[src/rtl/gs_butterfly.sv]
// Three-stage Gentleman-Sande butterfly for Kyber (q = 3329):
// u' = (u + v) mod q, v' = ((u - v) mod q) * w mod q, with a valid/ready handshake on both sides.
module gs_butterfly #(
  parameter int Q      = 3329,
  parameter int W      = 12,
  parameter int BARR_M = 5039
) (
  input  logic         clk,
  input  logic         rst,
  input  logic         in_valid,
  output logic         in_ready,
  input  logic [W-1:0] in_u,
  input  logic [W-1:0] in_v,
  input  logic [W-1:0] in_w,
  output logic         out_valid,
  input  logic         out_ready,
  output logic [W-1:0] out_u,
  output logic [W-1:0] out_v
);

  localparam int W1 = W + 1;
  localparam int PW = 2 * W;
  localparam int XW = PW + W + 1;

  localparam logic [W1-1:0] Q_S = W1'(Q);
  localparam logic [W-1:0]  Q_W = W'(Q);
  localparam logic [XW-1:0] Q_X = XW'(Q);
  localparam logic [XW-1:0] M_X = XW'(BARR_M);

  logic          adv;
  logic [W1-1:0] s_sum;
  logic [W1-1:0] s_dif;
  logic [W-1:0]  su;
  logic [W-1:0]  sd;

  logic [W-1:0]  su1;
  logic [W-1:0]  sd1;
  logic [W-1:0]  w1;
  logic          v1;

  logic [PW-1:0] p_next;
  logic [PW-1:0] p2;
  logic [W-1:0]  su2;
  logic          v2;

  logic [XW-1:0] prod;
  logic [XW-1:0] t_est;
  logic [XW-1:0] r_full;
  logic [W-1:0]  v_red;

  // The whole pipeline moves together; any stall at the output freezes every stage.
  assign adv      = !out_valid | out_ready;
  assign in_ready = adv;

  always_comb begin
    s_sum = {1'b0, in_u} + {1'b0, in_v};
    su    = (s_sum >= Q_S) ? W'(s_sum - Q_S) : W'(s_sum);
    s_dif = {1'b0, in_u} - {1'b0, in_v};
    sd    = s_dif[W] ? (s_dif[W-1:0] + Q_W) : s_dif[W-1:0];
  end

  assign p_next = PW'(sd1) * PW'(w1);

  // Barrett estimate undershoots by at most one multiple of Q, so a single
  // conditional subtract finishes the reduction.
  always_comb begin
    prod   = XW'(p2) * M_X;
    t_est  = prod >> PW;
    r_full = XW'(p2) - (t_est * Q_X);
    v_red  = (r_full >= Q_X) ? W'(r_full - Q_X) : W'(r_full);
  end

  always_ff @(posedge clk) begin
    if (rst) begin
      su1       <= '0;
      sd1       <= '0;
      w1        <= '0;
      v1        <= 1'b0;
      p2        <= '0;
      su2       <= '0;
      v2        <= 1'b0;
      out_u     <= '0;
      out_v     <= '0;
      out_valid <= 1'b0;
    end else if (adv) begin
      su1       <= su;
      sd1       <= sd;
      w1        <= in_w;
      v1        <= in_valid & in_ready;
      p2        <= p_next;
      su2       <= su1;
      v2        <= v1;
      out_u     <= su2;
      out_v     <= v_red;
      out_valid <= v2;
    end
  end

endmodule
[config.mk]
export PLATFORM = sky130hd
export DESIGN_NAME = gs_butterfly
export DESIGN_NICKNAME = d
export VERILOG_FILES = /design/src/rtl/gs_butterfly.sv
export SDC_FILE = /design/constraint.sdc
export NUM_CORES = 1
export LEC_CHECK = 0
export BUFFER_PORTS_ARGS = -buffer_cell sky130_fd_sc_hd__buf_4
export CORE_ASPECT_RATIO = 1.1
export CORE_MARGIN = 2
export CORE_UTILIZATION = 55
export CTS_BUF_LIST = sky130_fd_sc_hd__clkbuf_4
export CTS_CLUSTER_SIZE = 20
export DETAILED_ROUTE_END_ITERATION = 10
export HOLD_SLACK_MARGIN = 0.12
export PLACE_DENSITY_LB_ADDON = 0.1
export SETUP_SLACK_MARGIN = 0.3
export SYNTH_ARGS = -nofsm -noshare
export SYNTH_HDL_FRONTEND = slang
export SYNTH_SLANG_ARGS = --single-unit
[constraint.sdc]
create_clock -name clk -period 24.3 [get_ports clk]
set_input_delay 2.43 -clock clk [delete_from_list [all_inputs] [get_ports clk]]
set_output_delay 2.43 -clock clk [all_outputs]
set_load 0.005 [all_outputs]
* Word-level counts from Yosys, hierarchy flattened *
Index checks and enable logic that the tools add are counted.

storage, ports and cells
  register bits after elaboration = 99
  bits of input ports = 40
  output and inout bits = 26
  word-level logic and storage cells = 27

operators by class
  $add $sub $neg = 6
  multiply operators = 3
  order comparisons = 2
  muxes and demuxes = 3
  bitwise gates (word level) = 2
  reduce and logical (&&, ||, !) cells = 1

operators with widths
  cell                                                    count
  >= comparator 37 x 12 -> 1 bit (second input constant)  1
  multiplier 24 x 13 -> 37 bit (second input constant)    1
  two-way mux 12 bit                                      3
  subtractor 24 x 25 -> 26 bit                            1
  multiplier 13 x 12 -> 25 bit (second input constant)    1
  multiplier 12 x 12 -> 24 bit                            1
  adder 12 x 12 -> 13 bit                                 1
  >= comparator 13 x 12 -> 1 bit (second input constant)  1
  subtractor 12 x 12 -> 13 bit                            1
  adder 12 bit (second input constant)                    1
  subtractor 12 x 11 -> 12 bit (second input constant)    1
  subtractor 12 bit (second input constant)               1
  AND 1 bit                                               1
  zero test 1 bit                                         1
  OR 1 bit                                                1

* Longest topological paths before layout *
Gate-level depths: netlist (run 1).

  depth after elaboration = 5
  depth in mapped cells = 43
  depth with buffers taken out = 41

* Least setup slack after synthesis (run 1) *
No wires, ideal clock.

  kind = reg-to-reg
  start point = reg p2[10]
  end point = reg out_v[4]
  setup time = 0.122 ns
  data arrival time = 9.711 ns
  slack = 14.468 ns
  stages on the path, launching flop included = 39
  buffers on the path = 1
  period minus slack after synthesis = 9.832 ns
  path through = dfxtp_1 > fa_1 > fa_1 > fa_1 > fa_1 > inv_1 > fa_1 > inv_1 > ha_1 > o21a_1 > o21a_1 > o221ai_1 > o21ai_0 > a31oi_1 > nor2b_1 > o21a_1 > nor2_1 > xnor2_1 > (+3 left out) > inv_1 > ha_1 > inv_1 > fa_1 > inv_1 > fa_1 > inv_1 > ha_1 > clkbuf_1 > nor2_1 > nand3b_1 > a211oi_1 > a211oi_1 > o311ai_0 > o311ai_4 > nor2_4 > nor4_1 > o311a_1

on the way
  cells in the longest elaborated chain, start to end = 5

RTL lines
  what                                                                                   RTL line  RTL
  start, declared                                                                        42        logic [PW-1:0] p2;
  start signal, assigned                                                                 90        p2 <= p_next;
  multiplier 24 x 13 -> 37 bit                                                           67        prod = XW'(p2) * M_X;
  multiplier 13 x 12 -> 25 bit                                                           69        r_full = XW'(p2) - (t_est * Q_X);
  subtractor 24 x 25 -> 26 bit (*)                                                       69
  >= comparator 37 x 12 -> 1 bit / subtractor 12 x 11 -> 12 bit (equally long branches)  70        v_red = (r_full >= Q_X) ? W'(r_full - Q_X) : W'(r_full);
  two-way mux 12 bit (*)                                                                 70
  end signal, assigned                                                                   94        out_v <= v_red;
  end, declared                                                                          18        output logic [W-1:0] out_v

Every way passes the cells marked *; elsewhere a longest branch is shown, timed or not.
A chain may end at the register's enable or synchronous reset.

* Worst setup path after layout (run 1) *
Ends and elaborated chain as after synthesis.

==> impl_results.md, run 1 <==
* Post-CTS setup buffers at 0
* Placed Cells at approximately 2600
* Avg WL per Cell at 16.5 µm
* Total GRT Usage at between 20 and 30%
* CP Data Required Time at around 25 ns
* Grt total ovfl at 0
* Final-report setup violation count at 0
* Post-DP Area at approximately 19000 µm²
* Slowest CP cell: or4_1
* Final cell count without fillers at about 2600
* Post-route ant nets at 0
* Hold Path Class: flop to flop
* Die area at roughly 35000 µm²
* Buf/Inv on CP at 5
* Multi-input gate area at roughly 15000 µm²
* CP most frequent cell: fa_1
* Skew final at around 0.039 ns
* Post-Synthesis Cell Area at roughly 18000 µm²
* # hold bufs at CTS at 0
* Clk sink count at 99
* Reg2Reg Launch Point: p2[10]
* Post-Syn Nets at between 2000 and 3000
* # nets final at around 2700
* R2R cell count at 35
* Via count at around 14000
* Tcrit/Tclk final at 45.3%
* Critical Path Source Type: flop
* Finished Core Util at 58.4%
* Die X at 179 µm
* Clock transition at path regs at about 0.19 ns
* Min Tclk post-route at about 11 ns
* Seq/Total Area, Yosys at 10.7%
* Via-to-Cell Ratio at 5.47
* Most common cell after layout, fill and taps aside: inv_1
* Syn. warnings at 0
* Total core area at 33100 µm²
* Most frequent cells in the layout: 409 x inv_1, 300 x ha_1, 270 x nand2_1
* Number of synthesized flops with an enable pin at 0
* Io pins at 66
* Slew @ Worst Pin at 0.941 ns
* Cell taking the most area after synthesis: fa_1
* Max_cap viols at 0
* H-tree depth at 3
* Crit path max fanout at 9
* Vias in the first global route at ~14000
* Slew margin rel. at around 37%
* Hold endpoint: su2[2]
* Reg area at roughly 2000 µm²
* RSZ-0062 raised after global routing: no
* Fin. Hold Viols at 0
* Initial antenna violation count at 1
* Slowest cell delay on critical path at 0.75 ns
* Syn Inst Count at around 2100
* Fillers at a little over 3000
* P&R area growth vs syn at 4.82%
* Post-cts resize count at 0
* Port bufs at between 60 and 70
* Max frequency at between 0.09 and 0.1 GHz
* TritonCTS Buffers at 9
* Synth top area share at around 28%
* Fraction of layout cells with a size suffix above 1 at between 5 and 6%
* Clock Latency Late Sink at roughly 0.5 ns
* CTS tree: built
* Syn avg cell area at 8.67 µm²
* Worst reg2reg endpoint: out_v[4]
* Starting Density at a little under three fifths
* Max Transition Viols Final at 0
* Largest net degree at the start of global routing at 98
* Pre-antenna DRT Iters at 5
* Die Y at a little under 200 µm
* CP delay by family, top: adder cells
* Top_reg_cell synth: dfxtp_1
* Cell Rows at 70
* Wirelength, routed at ~42000 µm
* Iteration-0 DRC Markers at around 660
* HP Start: su1[2]
* Clock root cell: clkbuf_4
* Area contributors post-synth: fa_1 28%, ha_1 20%, dfxtp_1 11%
* CTS max path bufs at 2
* Crit path capture type: flop
* FFs w/ async S/R, synth at 0%
* Worst hold path cell count at 2
* First-pass GRT wire length at around 71000 µm
* Distinct cells, synth at a little over 80
* Critical Path AT at ~11 ns
* Setup TNS at 0 ns
* WS Path Type: flop to flop
* Residual DRC count at 0
* Status: completed
* Final instance area at roughly 19000 µm²
* Dpl hpwl at 35800 µm
* Seq cells post-synth at 99
* Register-to-register setup slack at around 13 ns
* Routability cong. at about 0.91
[cell usage after synthesis, types with 7 or more instances]
cell type,n
and2_1,53
inv_1,409
a31oi_1,11
a21o_1,28
nor2b_1,8
clkbuf_1,60
nand4_1,9
a211oi_1,29
nand3_1,25
and3_1,12
o21ai_0,57
xnor2_1,47
nor3_1,28
ha_1,300
nand2_1,270
or3_1,19
nor2_1,71
a21oi_1,122
xor2_1,33
nand2b_1,9
o21a_1,18
dfxtp_1,99
o21bai_1,7
fa_1,259
o211ai_1,8
nor3b_1,8
[cell families after synthesis]
group	count (synthesis)	share of synthesized area, %
adders and majority gates	559	48.5
and+or+nand+nor	540	13.6
buffers and inverters	483	10.0
AOI/OAI and AO/OA	361	13.1
DFF	99	10.7
xor gates and xnor gates	80	3.80
muxes	5	0.285
[per-layer routing]
metal  routed length, µm  vias up  global-route usage, %  part of all wire (%)
li1                    -     6915                      -                     -
met1               19500     6874                   34.2                    46
met2               21100      227                   44.3                    50
met3                1040       37                   1.67                   2.4
met4                 745        0                   5.75                   1.8
met5                   0        -                      0                     0
[worst reg2reg max path, delay by kind of cell (launching register included)]
kind	cells	cell delay [ns]
AND/OR/NAND/NOR	7	1.97
adder cells (fa/ha/maj)	11	5.11
buffers and inverters	5	0.31
AO/OA/AOI/OAI	11	2.49
XOR/XNOR	1	0.43
flip-flops	1	0.61
[sequential cells by signal (all words and copies together) (netlist names)]
| register | cells |
|---|---|
| p2 | 24 |
| out_u | 12 |
| out_v | 12 |
| sd1 | 12 |
| su1 | 12 |
| su2 | 12 |
| w1 | 12 |
| out_valid | 1 |
| v1 | 1 |
| v2 | 1 |
[layout make-up]
| class | instances | area share, % |
|---|---|---|
| Clock inverter | 7 | 0.362 |
| Tap cell | 432 | 2.80 |
| Inverter | 410 | 7.97 |
| Multi-Input combinational cell | 1545 | 75.6 |
| Sequential cell | 99 | 10.3 |
| Antenna cell | 1 | 0.0129 |
| Timing Repair Buffer | 68 | 2.64 |
| Clock buffer | 9 | 0.350 |
[worst max-delay path by stage]
stage | end | depth (start not counted) | from | slack [ns]
2_1_floorplan | out_v[4] | 38 | p2[10] | 14.47
3_3_place_gp | out_v[4] | 35 | p2[10] | 13.42
3_5_place_dp | out_v[4] | 35 | p2[9] | 13.28
4_1_cts | out_v[4] | 35 | p2[9] | 13.19
5_1_grt | out_v[8] | 35 | p2[9] | 12.63
6_report | out_v[4] | 35 | p2[10] | 13.29
[through the flow]
step / hold WS [ns] / worst slack [ns]
after floorplan: 0.425 / 14.47
after global placement: 0.438 / 13.42
after detailed placement: 0.443 / 13.28
after CTS: 0.440 / 13.19
after global routing: 0.480 / 12.63
final: 0.443 / 13.29
Power of run 1 is left out: the tool's default activity adds up to more than one toggle a clock period on the data nets, which glitch-free logic cannot reach.
==> inputs of run 2 (changes only) <==
==> constraint.sdc (replaced) <==
create_clock -name clk -period 9.9 [get_ports clk]
set_input_delay 0.99 -clock clk [delete_from_list [all_inputs] [get_ports clk]]
set_output_delay 0.99 -clock clk [all_outputs]
set_load 0.005 [all_outputs]
==> run 2 against run 1 <==
  * First-iteration DRC count decreased by 17%
  * Flip-flop and latch count unchanged
  * Critical path depth increased by 3
  * Sequential share of layout area decreased by 0.59 points
  * Clock skew decreased by 0.0076 ns
  * Critical path type unchanged
==> impl_results.md, run 2 (synthesis results as in run 1) <==
* Clock Latency Late Sink at 0.49 ns (about the same)
* Total GRT Usage at 25.9% (+0.59 points)
* # hold bufs at CTS at 0 (unchanged)
* Cell Rows at 70 (unchanged)
* Iteration-0 DRC Markers at 547 (-17%)
* Critical Path Source Type: flop
* Max Transition Viols Final at 0 (unchanged)
* P&R area growth vs syn at 14.0%
* Initial antenna violation count at 1 (unchanged)
* Tcrit/Tclk final at 97.2% (+52 points)
* Final-report setup violation count at 0 (unchanged)
* Final hold slack at 0.444 ns (+0.000876 ns)
* Slew @ Worst Pin at 0.896 ns (-0.0446 ns)
* Crit path capture type: flop
* H-tree depth at 3 (unchanged)
* Most frequent cells in the layout: 394 x inv_1, 275 x ha_1, 270 x nand2_1
* Crit path max fanout at 6 (-3)
* Starting Density at 55.7% (unchanged)
* Register-to-register setup slack at 0.27 ns (-13.02 ns)
* # nets final at 2865 (+4.9%)
* Port bufs at 65 (unchanged)
* Die Y at 196 µm (unchanged)
* Max frequency at 0.104 GHz (+14%)
* WS Path Type: flop to flop
* CP most frequent cell: fa_1
* Setup crit end: out_v[4]
* Critical Path AT at 10.03 ns (-1.38 ns)
* Via count at 14700 (+4.4%)
* CTS tree: built
* CP Data Required Time at 10.31 ns (-14.39 ns)
* Largest net degree at the start of global routing at 83 (-15%)
* Die X at 179 µm (unchanged)
* Largest Register: p2
* Fraction of layout cells with a size suffix above 1 at 16.1% (+11 points)
* TritonCTS Buffers at 9 (unchanged)
* Die area at 35000 µm² (unchanged)
* Pre-antenna DRT Iters at 5 (unchanged)
* Fin. Hold Viols at 0 (unchanged)
* Avg WL per Cell at 16.4 µm (-0.46%)
* Skew final at 0.0314 ns (-0.00765 ns)
* Dpl hpwl at 36600 µm (+2.1%)
* Wirelength, routed at 44300 µm (+4.6%)
* Min Tclk post-route at 9.63 ns (-1.38 ns)
* Io pins at 66 (unchanged)
* Max reg flops at 24 (unchanged)
* R2R cell count at 38 (+8.6%)
* RSZ-0062 raised after global routing: yes
* CTS max path bufs at 2 (unchanged)
* Post-route ant nets at 0 (unchanged)
* Vias in the first global route at 15200 (+7.1%)
* Slowest cell delay on critical path at 0.56 ns (-0.19 ns)
* Reg2Reg Launch Point: p2[10]
* Most common cell after layout, fill and taps aside: inv_1
* Total core area at 33100 µm² (unchanged)
* Setup crit start: p2[10]
* Hold Path Class: flop to flop
* Residual DRC count at 0 (unchanged)
* Worst reg2reg endpoint: out_v[4]
* Routability cong. at 0.924 (+1.0%)
* First-pass GRT wire length at 73300 µm (+3.2%)
* Grt total ovfl at 0 (unchanged)
* Clock root cell: clkbuf_4
* Via-to-Cell Ratio at 5.43 (-0.62%)
* Status: completed
* Max_cap viols at 0 (unchanged)
* Slew margin rel. at 40.2% (+3.0 points)
* Slowest CP cell: fa_2
* Clk sink count at 99 (unchanged)
* Clock transition at path regs at 0.17 ns (-0.02 ns)
[run 2: worst max-delay path: cells and delay by family (launching register included)]
family	cells	cell delay [ns]
and+or+nand+nor	5	0.99
AOI/OAI and AO/OA	12	2.51
DFF	1	0.43
adders and majority gates	12	5.06
xor gates and xnor gates	1	0.11
buffers and inverters	8	0.47
[run 2: how the worst min path moves through the flow]
stage                       from       end  slack [ns]  depth (start not counted)
after floorplan           su1[3]    su1[3]        0.42                          2
after global placement    su1[4]    su1[4]        0.44                          2
after detailed placement  su2[1]    su2[1]        0.44                          2
after CTS                 su2[6]  out_u[6]        0.45                          2
after global routing      su2[6]  out_u[6]        0.46                          2
final                     su2[6]  out_u[6]        0.44                          2
[run 2: stage by stage]
| step | instances | area [µm²] | setup WS [ns] | util [%] | TNS, ns |
|---|---|---|---|---|---|
| floorplan | 2127 | 18500 | 0.315 | - | 0 |
| global placement | 2655 | 20000 | -0.0406 | 60.4 | -0.0806 |
| detailed placement | 2655 | 20000 | -0.138 | 60.4 | -0.993 |
| CTS | 2688 | 20600 | 0.227 | 62.2 | 0 |
| global route | 2702 | 21000 | -0.0639 | 63.5 | -0.225 |
| finish | 2702 | 21000 | 0.274 | 63.5 | 0 |
[run 2: repair_timing]
item / 4_1_cts / 5_1_grt
cloned: 2 / 0
setup buffers: 17 / 13
pin swaps: 72 / 49
gates resized for setup: 80 / 63
endpoints found under the setup margin: 12 / 12
[run 2: area by class of cell]
class / count / area [µm²]
Tap cell: 432 / 541
Sequential cell: 99 / 2030
Inverter: 410 / 1540
Clock inverter: 5 / 63.8
Multi-Input combinational cell: 1546 / 15200
Antenna cell: 1 / 2.50
Fill cell: 2892 / 12100
Timing Repair Buffer: 200 / 1530
Clock buffer: 9 / 67.6
[run 2: per-layer routing]
| layer | wire, µm | vias to the layer above | GRT usage [%] |
|---|---|---|---|
| met2 | 22200 | 247 | 45.5 |
| met3 | 988 | 46 | 1.84 |
| met4 | 889 | 0 | 6.29 |
| met5 | 0 | - | 0 |
| li1 | - | 7180 | - |
| met1 | 20200 | 7205 | 34.5 |
Power of run 2 is left out for the same reason.
